**src/rtl/uart_cpld_fifo.sv**
```systemverilog
// UART bus model with TX/RX FIFOs: CPU-side rdn/wrn strobe handshake in front of
// a real serial TX/RX pair with framing checks and overrun reporting.
module uart_cpld_fifo #(
  parameter int unsigned DATA_W       = 8,
  parameter int unsigned CLKS_PER_BIT = 16,
  parameter int unsigned TX_DEPTH     = 4,
  parameter int unsigned RX_DEPTH     = 4
) (
  input  logic              clk,
  input  logic              rst,
  input  logic              uart_rdn,
  input  logic              uart_wrn,
  input  logic [DATA_W-1:0] bus_din,
  output logic [DATA_W-1:0] bus_dout,
  output logic              bus_doe,
  output logic              uart_dataready,
  output logic              uart_tbre,
  output logic              uart_tsre,
  output logic              txd,
  input  logic              rxd,
  output logic              tx_overflow,
  output logic              rx_overrun,
  output logic              rx_frame_err
);

  localparam int unsigned TX_AW    = $clog2(TX_DEPTH);
  localparam int unsigned RX_AW    = $clog2(RX_DEPTH);
  localparam int unsigned TX_PW    = TX_AW + 1;
  localparam int unsigned RX_PW    = RX_AW + 1;
  localparam int unsigned CNT_W    = $clog2(CLKS_PER_BIT);
  localparam int unsigned BIT_W    = $clog2(DATA_W + 1);
  localparam int unsigned HALF_BIT = CLKS_PER_BIT / 2;

  typedef enum logic [1:0] {ST_IDLE, ST_START, ST_DATA, ST_STOP} uart_state_t;

  // Synchronisers: stage [1] is the synchronised value, stage [2] the delayed copy for edges
  logic [2:0] rdn_sync;
  logic [2:0] wrn_sync;
  logic [1:0] rxd_sync;
  logic       wr_rise_c;
  logic       rd_fall_c;
  logic       rxd_s;

  always_ff @(posedge clk or posedge rst) begin
    if (rst) begin
      rdn_sync <= '1;
      wrn_sync <= '1;
      rxd_sync <= '1;
    end else begin
      rdn_sync <= {rdn_sync[1:0], uart_rdn};
      wrn_sync <= {wrn_sync[1:0], uart_wrn};
      rxd_sync <= {rxd_sync[0], rxd};
    end
  end

  assign wr_rise_c = wrn_sync[1] & ~wrn_sync[2];
  assign rd_fall_c = ~rdn_sync[1] & rdn_sync[2];
  assign rxd_s     = rxd_sync[1];
  assign bus_doe   = ~uart_rdn;

  logic [DATA_W-1:0] wr_hold;

  always_ff @(posedge clk or posedge rst) begin
    if (rst) begin
      wr_hold <= '0;
    end else if (!wrn_sync[0]) begin
      wr_hold <= bus_din;
    end
  end

  // TX FIFO
  logic [DATA_W-1:0] tx_mem [TX_DEPTH];
  logic [TX_PW-1:0]  tx_wr_ptr;
  logic [TX_PW-1:0]  tx_rd_ptr;
  logic              tx_empty_c;
  logic              tx_full_c;
  logic              tx_push_c;
  logic              tx_drop_c;
  logic              tx_pop_c;
  logic [DATA_W-1:0] tx_head_c;

  assign tx_empty_c = (tx_wr_ptr == tx_rd_ptr);
  assign tx_full_c  = (tx_wr_ptr[TX_AW] != tx_rd_ptr[TX_AW]) &&
                      (tx_wr_ptr[TX_AW-1:0] == tx_rd_ptr[TX_AW-1:0]);
  assign tx_push_c  = wr_rise_c && (!tx_full_c || tx_pop_c);
  assign tx_drop_c  = wr_rise_c && tx_full_c && !tx_pop_c;
  assign tx_head_c  = tx_mem[tx_rd_ptr[TX_AW-1:0]];
  assign uart_tbre  = ~tx_full_c;

  always_ff @(posedge clk) begin
    if (tx_push_c) begin
      tx_mem[tx_wr_ptr[TX_AW-1:0]] <= wr_hold;
    end
  end

  always_ff @(posedge clk or posedge rst) begin
    if (rst) begin
      tx_wr_ptr <= '0;
      tx_rd_ptr <= '0;
    end else begin
      if (tx_push_c) tx_wr_ptr <= tx_wr_ptr + TX_PW'(1);
      if (tx_pop_c)  tx_rd_ptr <= tx_rd_ptr + TX_PW'(1);
    end
  end

  // TX FSM
  uart_state_t       tx_state;
  uart_state_t       tx_state_nxt;
  logic [CNT_W-1:0]  tx_clk_cnt;
  logic [BIT_W-1:0]  tx_bit_idx;
  logic [DATA_W-1:0] tx_shift;
  logic [DATA_W-1:0] tx_shift_nxt_c;
  logic              tx_bit_end_c;
  logic              tx_last_bit_c;

  assign tx_bit_end_c   = (tx_clk_cnt == CNT_W'(CLKS_PER_BIT - 1));
  assign tx_last_bit_c  = (tx_bit_idx == BIT_W'(DATA_W - 1));
  assign tx_shift_nxt_c = tx_shift >> 1;

  always_ff @(posedge clk or posedge rst) begin
    if (rst) tx_state <= ST_IDLE;
    else     tx_state <= tx_state_nxt;
  end

  always_comb begin
    tx_state_nxt = tx_state;
    case (tx_state)
      ST_IDLE:  if (!tx_empty_c)                    tx_state_nxt = ST_START;
      ST_START: if (tx_bit_end_c)                   tx_state_nxt = ST_DATA;
      ST_DATA:  if (tx_bit_end_c && tx_last_bit_c)  tx_state_nxt = ST_STOP;
      ST_STOP:  if (tx_bit_end_c)                   tx_state_nxt = ST_IDLE;
      default:                                      tx_state_nxt = ST_IDLE;
    endcase
  end

  always_comb begin
    tx_pop_c = 1'b0;
    if (tx_state == ST_IDLE && !tx_empty_c) tx_pop_c = 1'b1;
  end

  // TX datapath; tsre looks at the pre-pop FIFO state so it falls with the start bit
  always_ff @(posedge clk or posedge rst) begin
    if (rst) begin
      txd        <= 1'b1;
      uart_tsre  <= 1'b1;
      tx_shift   <= '0;
      tx_clk_cnt <= '0;
      tx_bit_idx <= '0;
    end else begin
      uart_tsre <= (tx_state_nxt == ST_IDLE) && tx_empty_c;
      if (tx_state == ST_IDLE || tx_bit_end_c) tx_clk_cnt <= '0;
      else                                     tx_clk_cnt <= tx_clk_cnt + CNT_W'(1);
      case (tx_state)
        ST_IDLE: begin
          tx_bit_idx <= '0;
          if (tx_pop_c) begin
            tx_shift <= tx_head_c;
            txd      <= 1'b0;
          end else begin
            txd <= 1'b1;
          end
        end
        ST_START: if (tx_bit_end_c) txd <= tx_shift[0];
        ST_DATA: begin
          if (tx_bit_end_c) begin
            tx_shift   <= tx_shift_nxt_c;
            tx_bit_idx <= tx_bit_idx + BIT_W'(1);
            txd        <= tx_last_bit_c ? 1'b1 : tx_shift_nxt_c[0];
          end
        end
        default: txd <= 1'b1;
      endcase
    end
  end

  // RX FIFO
  logic [DATA_W-1:0] rx_mem [RX_DEPTH];
  logic [RX_PW-1:0]  rx_wr_ptr;
  logic [RX_PW-1:0]  rx_rd_ptr;
  logic              rx_empty_c;
  logic              rx_full_c;
  logic              rx_push_c;
  logic              rx_drop_c;
  logic              rx_pop_c;
  logic              rx_ferr_c;
  logic [DATA_W-1:0] rx_shift;

  assign rx_empty_c     = (rx_wr_ptr == rx_rd_ptr);
  assign rx_full_c      = (rx_wr_ptr[RX_AW] != rx_rd_ptr[RX_AW]) &&
                          (rx_wr_ptr[RX_AW-1:0] == rx_rd_ptr[RX_AW-1:0]);
  assign rx_pop_c       = rd_fall_c && !rx_empty_c;
  assign bus_dout       = rx_empty_c ? '0 : rx_mem[rx_rd_ptr[RX_AW-1:0]];
  assign uart_dataready = ~rx_empty_c;

  always_ff @(posedge clk) begin
    if (rx_push_c) begin
      rx_mem[rx_wr_ptr[RX_AW-1:0]] <= rx_shift;
    end
  end

  always_ff @(posedge clk or posedge rst) begin
    if (rst) begin
      rx_wr_ptr <= '0;
      rx_rd_ptr <= '0;
    end else begin
      if (rx_push_c) rx_wr_ptr <= rx_wr_ptr + RX_PW'(1);
      if (rx_pop_c)  rx_rd_ptr <= rx_rd_ptr + RX_PW'(1);
    end
  end

  // RX FSM
  uart_state_t      rx_state;
  uart_state_t      rx_state_nxt;
  logic [CNT_W-1:0] rx_clk_cnt;
  logic [BIT_W-1:0] rx_bit_idx;
  logic             rx_wait_hi;
  logic             rx_half_c;
  logic             rx_bit_end_c;
  logic             rx_last_bit_c;
  logic             rx_stop_smp_c;

  assign rx_half_c     = (rx_clk_cnt == CNT_W'(HALF_BIT - 1));
  assign rx_bit_end_c  = (rx_clk_cnt == CNT_W'(CLKS_PER_BIT - 1));
  assign rx_last_bit_c = (rx_bit_idx == BIT_W'(DATA_W - 1));

  always_ff @(posedge clk or posedge rst) begin
    if (rst) rx_state <= ST_IDLE;
    else     rx_state <= rx_state_nxt;
  end

  always_comb begin
    rx_state_nxt = rx_state;
    case (rx_state)
      ST_IDLE:  if (!rxd_s && !rx_wait_hi)          rx_state_nxt = ST_START;
      ST_START: if (rx_half_c)                      rx_state_nxt = rxd_s ? ST_IDLE : ST_DATA;
      ST_DATA:  if (rx_bit_end_c && rx_last_bit_c)  rx_state_nxt = ST_STOP;
      ST_STOP:  if (rx_bit_end_c)                   rx_state_nxt = ST_IDLE;
      default:                                      rx_state_nxt = ST_IDLE;
    endcase
  end

  // A full FIFO still accepts the character when a read frees a slot in the same cycle
  always_comb begin
    rx_stop_smp_c = (rx_state == ST_STOP) && rx_bit_end_c;
    rx_push_c     = rx_stop_smp_c && rxd_s && (!rx_full_c || rx_pop_c);
    rx_drop_c     = rx_stop_smp_c && rxd_s && rx_full_c && !rx_pop_c;
    rx_ferr_c     = rx_stop_smp_c && !rxd_s;
  end

  always_ff @(posedge clk or posedge rst) begin
    if (rst) begin
      rx_clk_cnt <= '0;
      rx_bit_idx <= '0;
      rx_shift   <= '0;
      rx_wait_hi <= 1'b0;
    end else begin
      if (rx_state == ST_IDLE || (rx_state == ST_START && rx_half_c) ||
          (rx_state != ST_START && rx_bit_end_c)) begin
        rx_clk_cnt <= '0;
      end else begin
        rx_clk_cnt <= rx_clk_cnt + CNT_W'(1);
      end
      if (rx_state == ST_IDLE) begin
        rx_bit_idx <= '0;
      end else if (rx_state == ST_DATA && rx_bit_end_c) begin
        rx_shift   <= {rxd_s, rx_shift[DATA_W-1:1]};
        rx_bit_idx <= rx_bit_idx + BIT_W'(1);
      end
      if (rx_ferr_c)  rx_wait_hi <= 1'b1;
      else if (rxd_s) rx_wait_hi <= 1'b0;
    end
  end

  always_ff @(posedge clk or posedge rst) begin
    if (rst) begin
      tx_overflow  <= 1'b0;
      rx_overrun   <= 1'b0;
      rx_frame_err <= 1'b0;
    end else begin
      tx_overflow  <= tx_drop_c;
      rx_overrun   <= rx_drop_c;
      rx_frame_err <= rx_ferr_c;
    end
  end

endmodule
```
**config.mk**
```make
export PLATFORM = sky130hd
export DESIGN_NAME = uart_cpld_fifo
export DESIGN_NICKNAME = d
export VERILOG_FILES = /design/src/rtl/uart_cpld_fifo.sv
export SDC_FILE = /design/constraint.sdc
export NUM_CORES = 1
export LEC_CHECK = 0
export BUFFER_PORTS_ARGS = -buffer_cell sky130_fd_sc_hd__buf_2
export CORE_UTILIZATION = 50
export CTS_BUF_LIST = sky130_fd_sc_hd__clkbuf_4
export CTS_CLUSTER_DIAMETER = 60
export DETAILED_ROUTE_END_ITERATION = 8
export PLACE_DENSITY = 0.67
export SYNTH_ARGS = -nofsm -noshare
export SYNTH_HDL_FRONTEND = slang
export SYNTH_SLANG_ARGS = --single-unit
```
**constraint.sdc**
```tcl
create_clock -name clk -period 5.15 [get_ports clk]
set_input_delay 0.2575 -clock clk [delete_from_list [all_inputs] [get_ports clk]]
set_output_delay 0.2575 -clock clk [all_outputs]
set_load 0.02 [all_outputs]
```
==> summary by stage, run 1 <==
Run status
The flow ran to the end, and the final reports show no timing, DRC or antenna violations.

Place
The placed instances occupy a cell area of 5867 um2. The number of port buffers is 28. OpenSTA, run right after detailed placement, puts the worst setup slack at 2942 ps. The HPWL after detailed placement is 5.525 mm. At the end of routability-driven placement, the weighted congestion stood at 0.7204.

Global route
The number of global-route vias before repair was 2868. The initial antenna violation count is 0. In the global route stage, overall resource usage came out at 0.1701. The first global-routing pass estimated 14.34 mm of wire. The total global routing overflow is 0.

The pin count of the biggest net entering global routing is 71.

STA
The final-report hold violation count was 0. Setup slack on the critical path of the routed design comes to 2718 ps. Setup repair after global routing left no endpoint under its margin. The final max-slew violation count is 0. The count of final setup violators is 0. At the pin with the least slew margin, the transition time is 915.9 ps. The worst path in the final design needs a cycle of 2432 ps, including I/O delays and setup. The worst-case headroom to the max-slew limit is 0.3871. Adding up every negative setup slack in the final design gives 0 ps.

The final period utilization is 0.4722. The largest clock skew in the final design is 13.35 ps. The highest attainable clock frequency is 411.2 MHz.

CTS
The H-tree generated during clock tree synthesis spans 4 levels. The TritonCTS clock tree is done. The quantity of gates resized following cts is 0. The cell at the root of the clock tree is sky130_fd_sc_hd__clkbuf_4. The clock-pin slew reported for the worst setup and hold paths after clock tree synthesis is 110 ps.

The latest clock arrival within the worst-skew pair is 530 ps. The clock passes through at most 2 buffers. The clock net in this run drives a total of 134 sinks. TritonCTS created 17 clock buffers.

Detailed routing
Summing over every cut layer, the via total after detailed routing is 2870. The post-detailed-route wirelength per cell is 15.86 um. The detailed-route DRC error count is 0. The vias per cell is 5.247.

After the first detailed-routing iteration, the DRC count stood at 128. Wires add up to 8.676 mm. The detail route stage leaves a number of antenna-violating nets equal to 0. The length of the first detailed-routing pass in iterations is 4.

Yosys
Of the synthesized area, sequential elements account for 0.6566. The post-synthesis instance area is 5614 um2. The proportion of register bits with asynchronous set or reset after synthesis is 0.5224. During synthesis, Yosys emitted a total of 0 warnings.

When the netlist entered floorplanning its net count stood at 372. The number of instances in the synthesized netlist is 345. The leading register cell type out of synthesis is sky130_fd_sc_hd__edfxtp_1. A synthesized cell averages 16.27 um2. The number of flops mapped to enable cells by yosys is 64. The synthesized design contains 134 register bits. The post-synthesis cell type count is 53.

Layout
The layout net count is 421. The library cell used most frequently in the layout, excluding fill and tap cells, is sky130_fd_sc_hd__edfxtp_1. The share of layout cells above drive strength 1 is 0.3170. After routing the design area is 6344 um2. In the layout the commonest cells are 64 x sky130_fd_sc_hd__edfxtp_1, 60 x sky130_fd_sc_hd__dfrtp_1, 32 x sky130_fd_sc_hd__mux2_2. Relative to the synthesized area, the layout overhead comes to 12.99%. The number of antenna diodes in the final layout is 0.

Min path
In this run the worst hold path is classified as reg2reg.

Floorplan
The area of the core is 10890 um2. The die is 108.0 um tall. Row generation in the floorplan step produced 38 rows. The floorplan step defined a die boundary enclosing 11660 um2. The effective utilization at floorplan is 0.5156.

29 I/O pins were placed. The die span in x is 108.0 um.

Critical path
For this design, the slowest cell found on the critical path is sky130_fd_sc_hd__dfrtp_1. The category of the worst setup path launch point is a register. The peak fanout along the critical path is 11. The signal on the critical path passes through mux4_2 > nor2b_1 > buf_2. By startpoint and endpoint, the worst setup path is classified as reg2out. The worst stage delay on the critical path is 770 ps.

The worst setup path is captured at an output port. Data arrives at the worst endpoint at 2170 ps. The worst path buffer plus inverter count is 1. STA puts the critical path data required time at 4890 ps. Grouping stages by cell kind, the critical path spends the most delay in flip-flops.

Pwr
The worst-case vdd ir drop is 0.2720 mV. The final total power is 3.261 mW. The power per standard cell area is 514.0 nW/um2.

The leakage power summed over all cells is 2.517 nW.

Job
Max-cap violations in this run came to 0.
==> path summary, 6_finish.rpt <==
| path | startpoint | to | slack, ps | cells after the start |
|---|---|---|---|---|
| hold / removal | rxd_sync[0] | rxd_sync[1] | 360 | 0 |
| hold reg to reg | rxd_sync[0] | rxd_sync[1] | 360 | 0 |
| min in group asynchronous | rst | rx_bit_idx[3] | 510 | 4 |
| setup reg to reg | rx_rd_ptr[0] | rx_mem[1][0] | 2960 | 4 |
| max in group asynchronous | rst | wr_hold[2] | 4030 | 4 |
| setup / recovery | rx_rd_ptr[0] | bus_dout[2] | 2720 | 3 |
==> per-layer routing <==
layer / track usage / share of wire / vias to the layer above
li1: - / - / 1376
met1: 0.2309 / 0.48 / 1421
met2: 0.2543 / 0.47 / 64
met3: 0.05606 / 0.041 / 9
met4: 0.06751 / 0.011 / 0
met5: 0 / 0 / -
==> state kept, by name, summed over array words and instances (netlist names), 2 cells and up, named ones only <==
signal,flops
rdn_sync,3
rx_bit_idx,4
rx_clk_cnt,4
rx_mem,32
rx_rd_ptr,3
rx_shift,8
rx_wr_ptr,3
rxd_sync,2
tx_bit_idx,4
tx_clk_cnt,4
tx_mem,32
tx_rd_ptr,3
tx_shift,8
tx_state,2
tx_wr_ptr,3
wr_hold,8
wrn_sync,3
==> cells by family after synthesis <==
logic type,Yosys count,synth area share
flops,134,0.6566
fa+ha+maj,14,0.03120
compound gates,31,0.04168
mux,52,0.1368
xor+xnor,19,0.03767
buf+inv,22,0.02051
simple gates,73,0.07555
==> power breakdown <==
| group | leakage, nW | switching [mW] | internal [mW] | total [mW] |
|---|---|---|---|---|
| Combinational | 0.912 | 0.427 | 0.467 | 0.894 |
| Sequential | 1.42 | 0.235 | 1.30 | 1.53 |
| Clock | 0.182 | 0.387 | 0.446 | 0.833 |
| Total | 2.52 | 1.05 | 2.21 | 3.26 |
==> through the flow <==
stage,util,instances,hold WS (ps)
3_5_place_dp,0.5388,503,346.8
5_1_grt,0.5826,547,309.3
3_3_place_gp,0.5388,503,347.0
4_1_cts,0.5826,547,305.6
6_report,0.5826,547,363.4
2_1_floorplan,-,345,262.0
==> area by class of cell <==
class | count | area [um2]
Clock buffer | 18 | 135.1
Clock inverter | 14 | 221.5
Fill cell | 847 | 4544
Inverter | 10 | 37.54
Multi-Input combinational cell | 189 | 1813
Sequential cell | 134 | 3686
Tap cell | 140 | 175.2
Timing Repair Buffer | 42 | 275.3
==> synthesized netlist by cell type, types with 8 or more instances <==
| cell type | n | area share |
|---|---|---|
| sky130_fd_sc_hd__dfrtp_1 | 60 | 0.27 |
| sky130_fd_sc_hd__nand2_1 | 11 | 0.0074 |
| sky130_fd_sc_hd__edfxtp_1 | 64 | 0.34 |
| sky130_fd_sc_hd__ha_1 | 14 | 0.031 |
| sky130_fd_sc_hd__nor2b_1 | 13 | 0.014 |
| sky130_fd_sc_hd__nor2_1 | 11 | 0.0074 |
| sky130_fd_sc_hd__xor2_1 | 8 | 0.012 |
| sky130_fd_sc_hd__mux2_2 | 32 | 0.064 |
| sky130_fd_sc_hd__inv_1 | 10 | 0.0067 |
| sky130_fd_sc_hd__mux4_2 | 15 | 0.060 |
| sky130_fd_sc_hd__dfstp_2 | 10 | 0.047 |
| sky130_fd_sc_hd__xnor2_1 | 8 | 0.012 |
| sky130_fd_sc_hd__nand3_1 | 8 | 0.0071 |
==> timing repair <==
item	in CTS	in global routing
setup buffers	0	0
hold endpoints to repair	71	0
hold buffers	12	0
Power figures use the tool's default switching activity.
==> run 2, diff against run 1 <==
ABC_AREA = 1   (was not set)
PLACE_DENSITY = 0.7   (was 0.67)
clock period = 2 ns   (was 5.15 ns; I/O delays follow)
==> run 2 against run 1 <==
Compared with the run above:
- combinational power rose to 2.9 times the previous value
- synthesized cell count rose by 61%
- sequential share of layout area fell by 3.8 points
- clock power rose by 150%
- setup slack got worse by 2700 ps
- clock skew rose by 1.9 ps
- sequential power rose by 130%
- die area rose by 3.1%
- wire length rose by 27%
- critical path type unchanged
==> summary by stage, run 2 <==
CTS
The number of H-tree levels is 4 (unchanged). The clock-pin slew reported for the worst setup and hold paths after clock tree synthesis came to 120 ps (about the same). The tree is rooted in a sky130_fd_sc_hd__clkbuf_4. The number of sinks driven by the clock tree is 134 (unchanged). The maximum buffer depth of the clock tree is 2 (unchanged). The latest clock arrival within the worst-skew pair is 510 ps (-20 ps). The clock buffer count from CTS is 17 (unchanged). TritonCTS built the clock tree.

STA
Setup repair after global routing could not meet its margin everywhere. The final max-slew violation count is 0 (unchanged). The accumulated negative setup slack was 0 ps (unchanged). The highest attainable clock frequency is 513.0 MHz.

The count of final setup violators is 0 (unchanged). In the finished design, the share of the clock period the worst path needs comes to 0.9746. The final-report hold violation count is 0 (unchanged).

The post-route minimum period is 1949 ps. The worst setup margin was 50.81 ps (-2667 ps). The slew at the pin closest to its max-slew limit is 663.9 ps (-252.1 ps). The worst-case headroom to the max-slew limit is 0.5558 (+0.1687). The largest clock skew in the final design is 15.22 ps (+1.873 ps).

Floorplan
The die span in y is 109.7 um (+1.6%). The area of the core is 11080 um2 (+1.7%). The die span in x is 109.7 um (+1.6%).

The area of the die is 12020 um2 (+3.1%). The number of placement rows is 38 (unchanged). The number of top-level pins is 29 (unchanged). The effective utilization at floorplan came to 0.5230 (+0.007412).

Yosys
The post-synthesis instance area came to 5794 um2 (+3.2%). After synthesis, the most frequently instantiated cells are 153 x sky130_fd_sc_hd__nand2_1, 64 x sky130_fd_sc_hd__edfxtp_1, 60 x sky130_fd_sc_hd__dfrtp_1. The flop and latch count out of synthesis is 134 (unchanged). The proportion of synthesized chip area in sequential cells is 0.6361 (-0.02042). The most frequent cell after synthesis is sky130_fd_sc_hd__nand2_1.

The leading register cell type out of synthesis is sky130_fd_sc_hd__edfxtp_1. The count of warnings emitted by yosys is 0 (unchanged). The number of flops mapped to enable cells by yosys came to 64 (unchanged). The top cell type's share of synthesized area was 0.3317 (-0.01064).

The number of nets produced by synthesis was 583 (+57%). Yosys attributes the largest share of cell area to sky130_fd_sc_hd__edfxtp_1 33%, sky130_fd_sc_hd__dfrtp_1 26%, sky130_fd_sc_hd__nand2_1 9.9%. The proportion of register bits with asynchronous set or reset after synthesis is 0.5224 (unchanged).

The number of instances in the synthesized netlist came to 556 (+61%). The top cell type by total area after synthesis is sky130_fd_sc_hd__edfxtp_1. The post-synthesis cell type count came to 35 (-34%). The average footprint of a synthesized cell is 10.42 um2 (-36%).

Detailed routing
The detailed-route DRC error count was 0 (unchanged). The routed wire length on met2 is 5.436 mm (+33%). The initial DRC count came to 253 (+98%).

The amount of wire on met3 after detailed routing is 373 um (+6.0%). The length of the first detailed-routing pass in iterations is 4 (unchanged). The total number of vias is 4019 (+40%). The vias per cell is 5.153 (-1.8%). The total routed wirelength was 11.01 mm (+27%). The number of antenna-violating nets in the routed design is 0 (unchanged). The post-detailed-route wirelength per cell is 14.12 um (-11%). The wire length the detailed router placed on met1 is 5.041 mm (+22%).

The highest layer touched by signal routing is met4.

Layout
In the layout the commonest cells are 145 x sky130_fd_sc_hd__nand2_1, 64 x sky130_fd_sc_hd__edfxtp_1, 59 x sky130_fd_sc_hd__dfrtp_1. The layout net count was 654 (+55%). The multi-input gate area in the final layout is 1866 um2 (+2.9%). The share of layout cells above drive strength 1 is 0.2219 (-0.09508). The commonest non-fill, non-tap cell in the layout is sky130_fd_sc_hd__nand2_1.

Compared with the post-synthesis result, the final layout area differs by 17.19%. The flip-flop and latch area was 3687 um2 (about the same). The diode insertion count for antenna repair is 0 (unchanged). The cell area after layout is 6790 um2 (+7.0%). The layout filler cell count came to 867 (+2.4%).

Critical path
In this design, the largest share of critical-path delay is due to flip-flops. The data required time of the worst path was 1900 ps (-2990 ps). The worst stage delay on the critical path was 470 ps (-300 ps). The peak fanout along the critical path is 6 (-5). The cell seen most often among critical-path stages is sky130_fd_sc_hd__buf_6. The cell with the largest stage delay on the worst path is sky130_fd_sc_hd__dfrtp_2. The worst setup path is launched from a register. The flop-to-flop setup slack is 170 ps (-2790 ps).

Walking the worst path, the cells encountered are buf_6 > buf_6 > nor2_2 > nor2_1 > o21ai_1 > o21ai_1 > nand2_1 > inv_1 > buf_6. The critical path in this run is classified as reg2out. The worst setup path is captured at an output port.

The data arrival time of the critical path is 1850 ps (-320 ps). The worst path buffer plus inverter count is 4 (+3).

Place
The post-placement setup slack was 171.2 ps (-2771 ps). The global placement routability congestion is 0.7900 (+9.7%). The number of port buffers is 28 (unchanged).

The half-perimeter wire length of the detailed placement result is 7.078 mm (+28%). The cell area after placement was 6115 um2 (+4.2%).

Min path
The type of the worst min-delay path is in2async.

Global route
The aggregate global-route resource usage came to 0.1940 (+0.02395). The initial antenna violation count is 0 (unchanged). The pin count of the biggest net entering global routing is 52 (-27%). The first-pass GRT wire length is 17.43 mm (+22%). The number of global-route vias before repair is 3676 (+28%). The total global routing overflow is 0 (unchanged).

Pwr
The power per standard cell area is 1209 nW/um2 (+140%). The leakage power summed over all cells is 3.187 nW (+27%). The worst-case vdd ir drop is 0.7971 mV (+190%).

Run status
The run finished with clean final reports.

Job
The count of max-cap constraint violations was 0 (unchanged).
-- run 2: cell types whose count changed after synthesis, moves of 15 or more --
| cell | change |
|---|---|
| sky130_fd_sc_hd__inv_1 | +38 |
| sky130_fd_sc_hd__nor2_1 | +46 |
| sky130_fd_sc_hd__mux2_2 | -24 |
| sky130_fd_sc_hd__nand2_1 | +142 |
| sky130_fd_sc_hd__nand3_1 | +37 |
| sky130_fd_sc_hd__o21ai_0 | +28 |
| sky130_fd_sc_hd__mux4_2 | -15 |
-- run 2: worst paths after layout --
kind                         startpoint       endpoint  cells after the start
setup / recovery           rx_rd_ptr[0]    bus_dout[0]                      9
hold / removal                      rst  rx_clk_cnt[0]                      3
setup reg to reg            tx_state[1]   tx_mem[1][6]                      5
hold reg to reg             rdn_sync[0]    rdn_sync[1]                      0
max in group asynchronous           rst    rdn_sync[2]                      4
min in group clk                    rxd    rxd_sync[0]                      2
-- run 2: logic make-up after synthesis --
group           count (synthesis)  share of synthesized area
simple gates                  278                     0.2028
flops                         134                     0.6361
buf+inv                        66                    0.05247
compound gates                 41                    0.03757
xor+xnor                       15                    0.02526
fa+ha+maj                      14                    0.03023
mux                             8                    0.01555
-- run 2: metal layers --
| metal | GRT usage | up-vias |
|---|---|---|
| li1 | - | 1974 |
| met1 | 0.2623 | 1953 |
| met2 | 0.3037 | 79 |
| met3 | 0.05276 | 13 |
| met4 | 0.06762 | 0 |
| met5 | 0 | - |
-- run 2: cell type report --
type / instances / area share
inverter: 51 / 0.02875
clock buffer: 18 / 0.01990
multi-input combinational: 357 / 0.2747
timing repair inverter: 1 / 0.001106
timing repair buffer: 65 / 0.07739
tap: 140 / 0.02580
clock inverter: 14 / 0.02930
sequential: 134 / 0.5430
-- run 2: worst min-delay path, cell delays in order --
cell and delay (ps):
sky130_fd_sc_hd__dlygate4sd3_1 530, sky130_fd_sc_hd__buf_2 120, sky130_fd_sc_hd__inv_2 330
-- run 2: what timing repair did --
action | CTS | global route
cloned | 0 | 2
pin swaps | 0 | 12
hold buffers | 12 | 0
buffers inserted | 2 | 9
resized for setup | 4 | 56
setup endpoints to repair | 9 | 18
endpoints found under the hold margin | 72 | 0
-- run 2: power by group --
part	total (mW)	leakage (nW)	internal (mW)	switching (mW)
sequential	3.55	1.49	3.27	0.273
clock	2.05	0.178	1.02	1.03
combinational	2.61	1.52	1.01	1.60
total	8.21	3.19	5.31	2.90
-- run 2: through the flow --
step / util / std cells / power, mW / hold slack [ps]
2_1_floorplan: - / 556 / 5.305 / 104.5
3_3_place_gp: 0.5520 / 723 / 5.717 / 124.0
3_5_place_dp: 0.5520 / 723 / 5.821 / 128.1
4_1_cts: 0.5950 / 769 / 7.937 / 91.58
5_1_grt: 0.6129 / 780 / 8.720 / 111.0
6_report: 0.6129 / 780 / 8.207 / 127.9
==> run 3, diff against run 2 <==
PLACE_DENSITY = 0.76   (was 0.7)
==> run 3 against run 2 <==
Compared with the run above:
- first-iteration DRC count shrank 21%
- critical path type unchanged
- highest routed layer unchanged
- global-route usage shrank 0.28 points
- non-clock buffer count is 6 lower
==> summary by stage, run 3 (same netlist as run 2, synthesis figures left out) <==
Run status
The flow ran to the end, and the final reports show no timing, DRC or antenna violations.

STA
The final period utilization was 0.9603 (-0.01432). The slew at the pin closest to its max-slew limit is 650.5 ps (-13.42 ps). The final max-slew violation count was 0 (unchanged). The worst-case headroom to the max-slew limit came to 0.5648 (+0.008980).

The count of final setup violators was 0 (unchanged). The highest attainable clock frequency is 520.7 MHz (+1.5%). The post-route minimum period came to 1921 ps (-28.63 ps). The final-report hold violation count is 0 (unchanged). The hold slack was 204.6 ps (+76.67 ps).

Setup repair after global routing could not meet its margin everywhere. The largest clock skew in the final design is 18.14 ps (+2.918 ps).

Layout
The layout net count is 647 (-1.1%). The cell area after layout is 6695 um2 (-1.4%). Relative to the synthesized area, the layout overhead comes to 15.55%. The diode insertion count for antenna repair is 0 (unchanged). The fraction of the core area covered by cells at the end of the flow is 0.6044 (-0.008583).

Leaving out fill and tap cells, the most frequent cells in the layout are 152 x sky130_fd_sc_hd__nand2_1, 64 x sky130_fd_sc_hd__edfxtp_1, 59 x sky130_fd_sc_hd__dfrtp_1. The share of layout cells above drive strength 1 was 0.2070 (-0.01492). Leaving out fill and tap cells, the most frequent cell in the layout is sky130_fd_sc_hd__nand2_1.

CTS
The clock-pin slew reported for the worst setup and hold paths after clock tree synthesis is 120 ps (about the same). The latest clock arrival within the worst-skew pair was 510 ps (about the same). The TritonCTS clock tree is done. The number of sinks driven by the clock tree is 134 (unchanged). The cell at the root of the clock tree is sky130_fd_sc_hd__clkbuf_4. The maximum buffer depth of the clock tree is 2 (unchanged).

The clock buffer count from CTS is 17 (unchanged). The number of H-tree levels is 4 (unchanged).

Floorplan
The die span in y came to 109.7 um (unchanged). The die span in x was 109.7 um (unchanged). The area of the core is 11080 um2 (unchanged). The number of top-level pins is 29 (unchanged). The effective utilization at floorplan was 0.5230 (unchanged). The area of the die is 12020 um2 (unchanged).

The number of placement rows is 38 (unchanged).

Pwr
The power per standard cell area came to 1167 nW/um2 (-3.4%). The worst-case vdd ir drop is 0.5504 mV (-31%). The leakage power summed over all cells is 3.113 nW (-2.3%).

Global route
The total global routing overflow came to 0 (unchanged). The first-pass GRT wire length is 17.22 mm (-1.2%). The pin count of the biggest net entering global routing is 71 (+37%).

The aggregate global-route resource usage was 0.1912 (-0.002842). The number of global-route vias before repair was 3775 (+2.7%). The initial antenna violation count is 0 (unchanged).

Critical path
The worst stage delay on the critical path is 500 ps (+30 ps). In this design, the critical path's most frequently occurring cell is sky130_fd_sc_hd__buf_6. STA classifies the critical path endpoint as an output port. The cell with the largest stage delay on the worst path is sky130_fd_sc_hd__dfrtp_2. Walking the worst path, the cells encountered are clkinvlp_4 > buf_6 > nor2_4 > o21ai_1 > nand2_1 > inv_1 > buf_6.

The data arrival time of the critical path is 1820 ps (-30 ps). The worst path buffer plus inverter count came to 4 (unchanged). The cell class contributing the biggest share of worst-path delay is buffers and inverters.

The data required time of the worst path is 1900 ps (about the same). The category of the worst setup path launch point is a register. The path type of the worst setup path is reg2out. The peak fanout along the critical path came to 7 (+1).

Place
The global placement routability congestion is 0.8084 (+2.3%). The cell area after placement is 6115 um2 (unchanged). The number of port buffers is 28 (unchanged). The half-perimeter wire length of the detailed placement result is 6.978 mm (-1.4%).

Detailed routing
The detailed-route DRC error count is 0 (unchanged). The length of the first detailed-routing pass in iterations is 6 (+2). The initial DRC count was 201 (-21%). The total routed wirelength was 10.34 mm (-6.1%). The post-detailed-route wirelength per cell came to 13.38 um (-5.3%). The total number of vias is 3891 (-3.2%).

The vias per cell is 5.034 (-2.3%). The number of antenna-violating nets in the routed design is 0 (unchanged).

Min path
The type of the worst min-delay path is in2async.

Job
The count of max-cap constraint violations came to 0 (unchanged).
## run 3: cell types whose count changed in the layout (fill, tap and decap cells not counted), moves of 2 or more
cell                         delta
sky130_fd_sc_hd__nor2_4         +4
sky130_fd_sc_hd__nand2_1        +7
sky130_fd_sc_hd__bufinv_16      -2
sky130_fd_sc_hd__o21ai_2        +2
sky130_fd_sc_hd__nor2_1         -4
sky130_fd_sc_hd__nand2_2        -8
sky130_fd_sc_hd__clkinvlp_4     +3
sky130_fd_sc_hd__buf_4          -6
sky130_fd_sc_hd__buf_6          -2
## run 3: worst paths after layout
kind / start / endpoint / slack, ps / cells after the start
min reg2reg: rdn_sync[0] / rdn_sync[1] / 360 / 0
min: rst / wr_hold[4] / 200 / 4
max reg2reg: tx_state[1] / tx_mem[3][1] / 180 / 5
max in group asynchronous: rst / rdn_sync[0] / 1440 / 4
min in group clk: uart_wrn / wrn_sync[0] / 230 / 2
max: rx_rd_ptr[0] / bus_dout[7] / 80 / 7
## run 3: repair_timing
item                       in CTS  in global routing
setup buffers                   4                  1
setup endpoints to repair       8                  8
hold endpoints to repair       81                  0
hold buffers                   12                  0
cloned                          1                  0
pin swaps                       0                  7
resized for setup               5                 53
## run 3: power by group
group | switching [mW] | total (mW) | internal (mW)
Combinational | 1.53 | 2.48 | 0.949
Clock | 1.01 | 1.78 | 0.767
Sequential | 0.286 | 3.56 | 3.27
Total | 2.83 | 7.81 | 4.99
## run 3: stage by stage
stage               cells  worst slack, ps  setup TNS (ps)  power [mW]
finish                773            79.44               0       7.814
global route          773           -49.68          -188.9       8.333
CTS                   772           -8.649          -8.649       7.688
detailed placement    723            178.7               0       5.807
global placement      723            261.5               0       5.695
floorplan             556            148.3               0       5.305
## run 3: layer usage
metal,GRT usage,share of wire,vias up
li1,-,-,1958
met1,0.2471,0.46,1830
met2,0.3158,0.48,92
met3,0.04742,0.043,11
met4,0.06476,0.011,0
met5,0,0,-
## run 3: area by class of cell
cell class	instances	area, um2
clock buffer	18	135.1
clock inverter	14	152.6
fill	888	4383
inverter	51	195.2
multi-input combinational	356	1864
sequential	134	3687
tap	140	175.2
timing repair buffer	59	478.0
timing repair inverter	1	7.507
## run 3: tightest hold or removal path: stages
cell and delay [ps]:
sky130_fd_sc_hd__dlygate4sd3_1 530, sky130_fd_sc_hd__buf_2 120, sky130_fd_sc_hd__inv_2 60, sky130_fd_sc_hd__buf_12 320
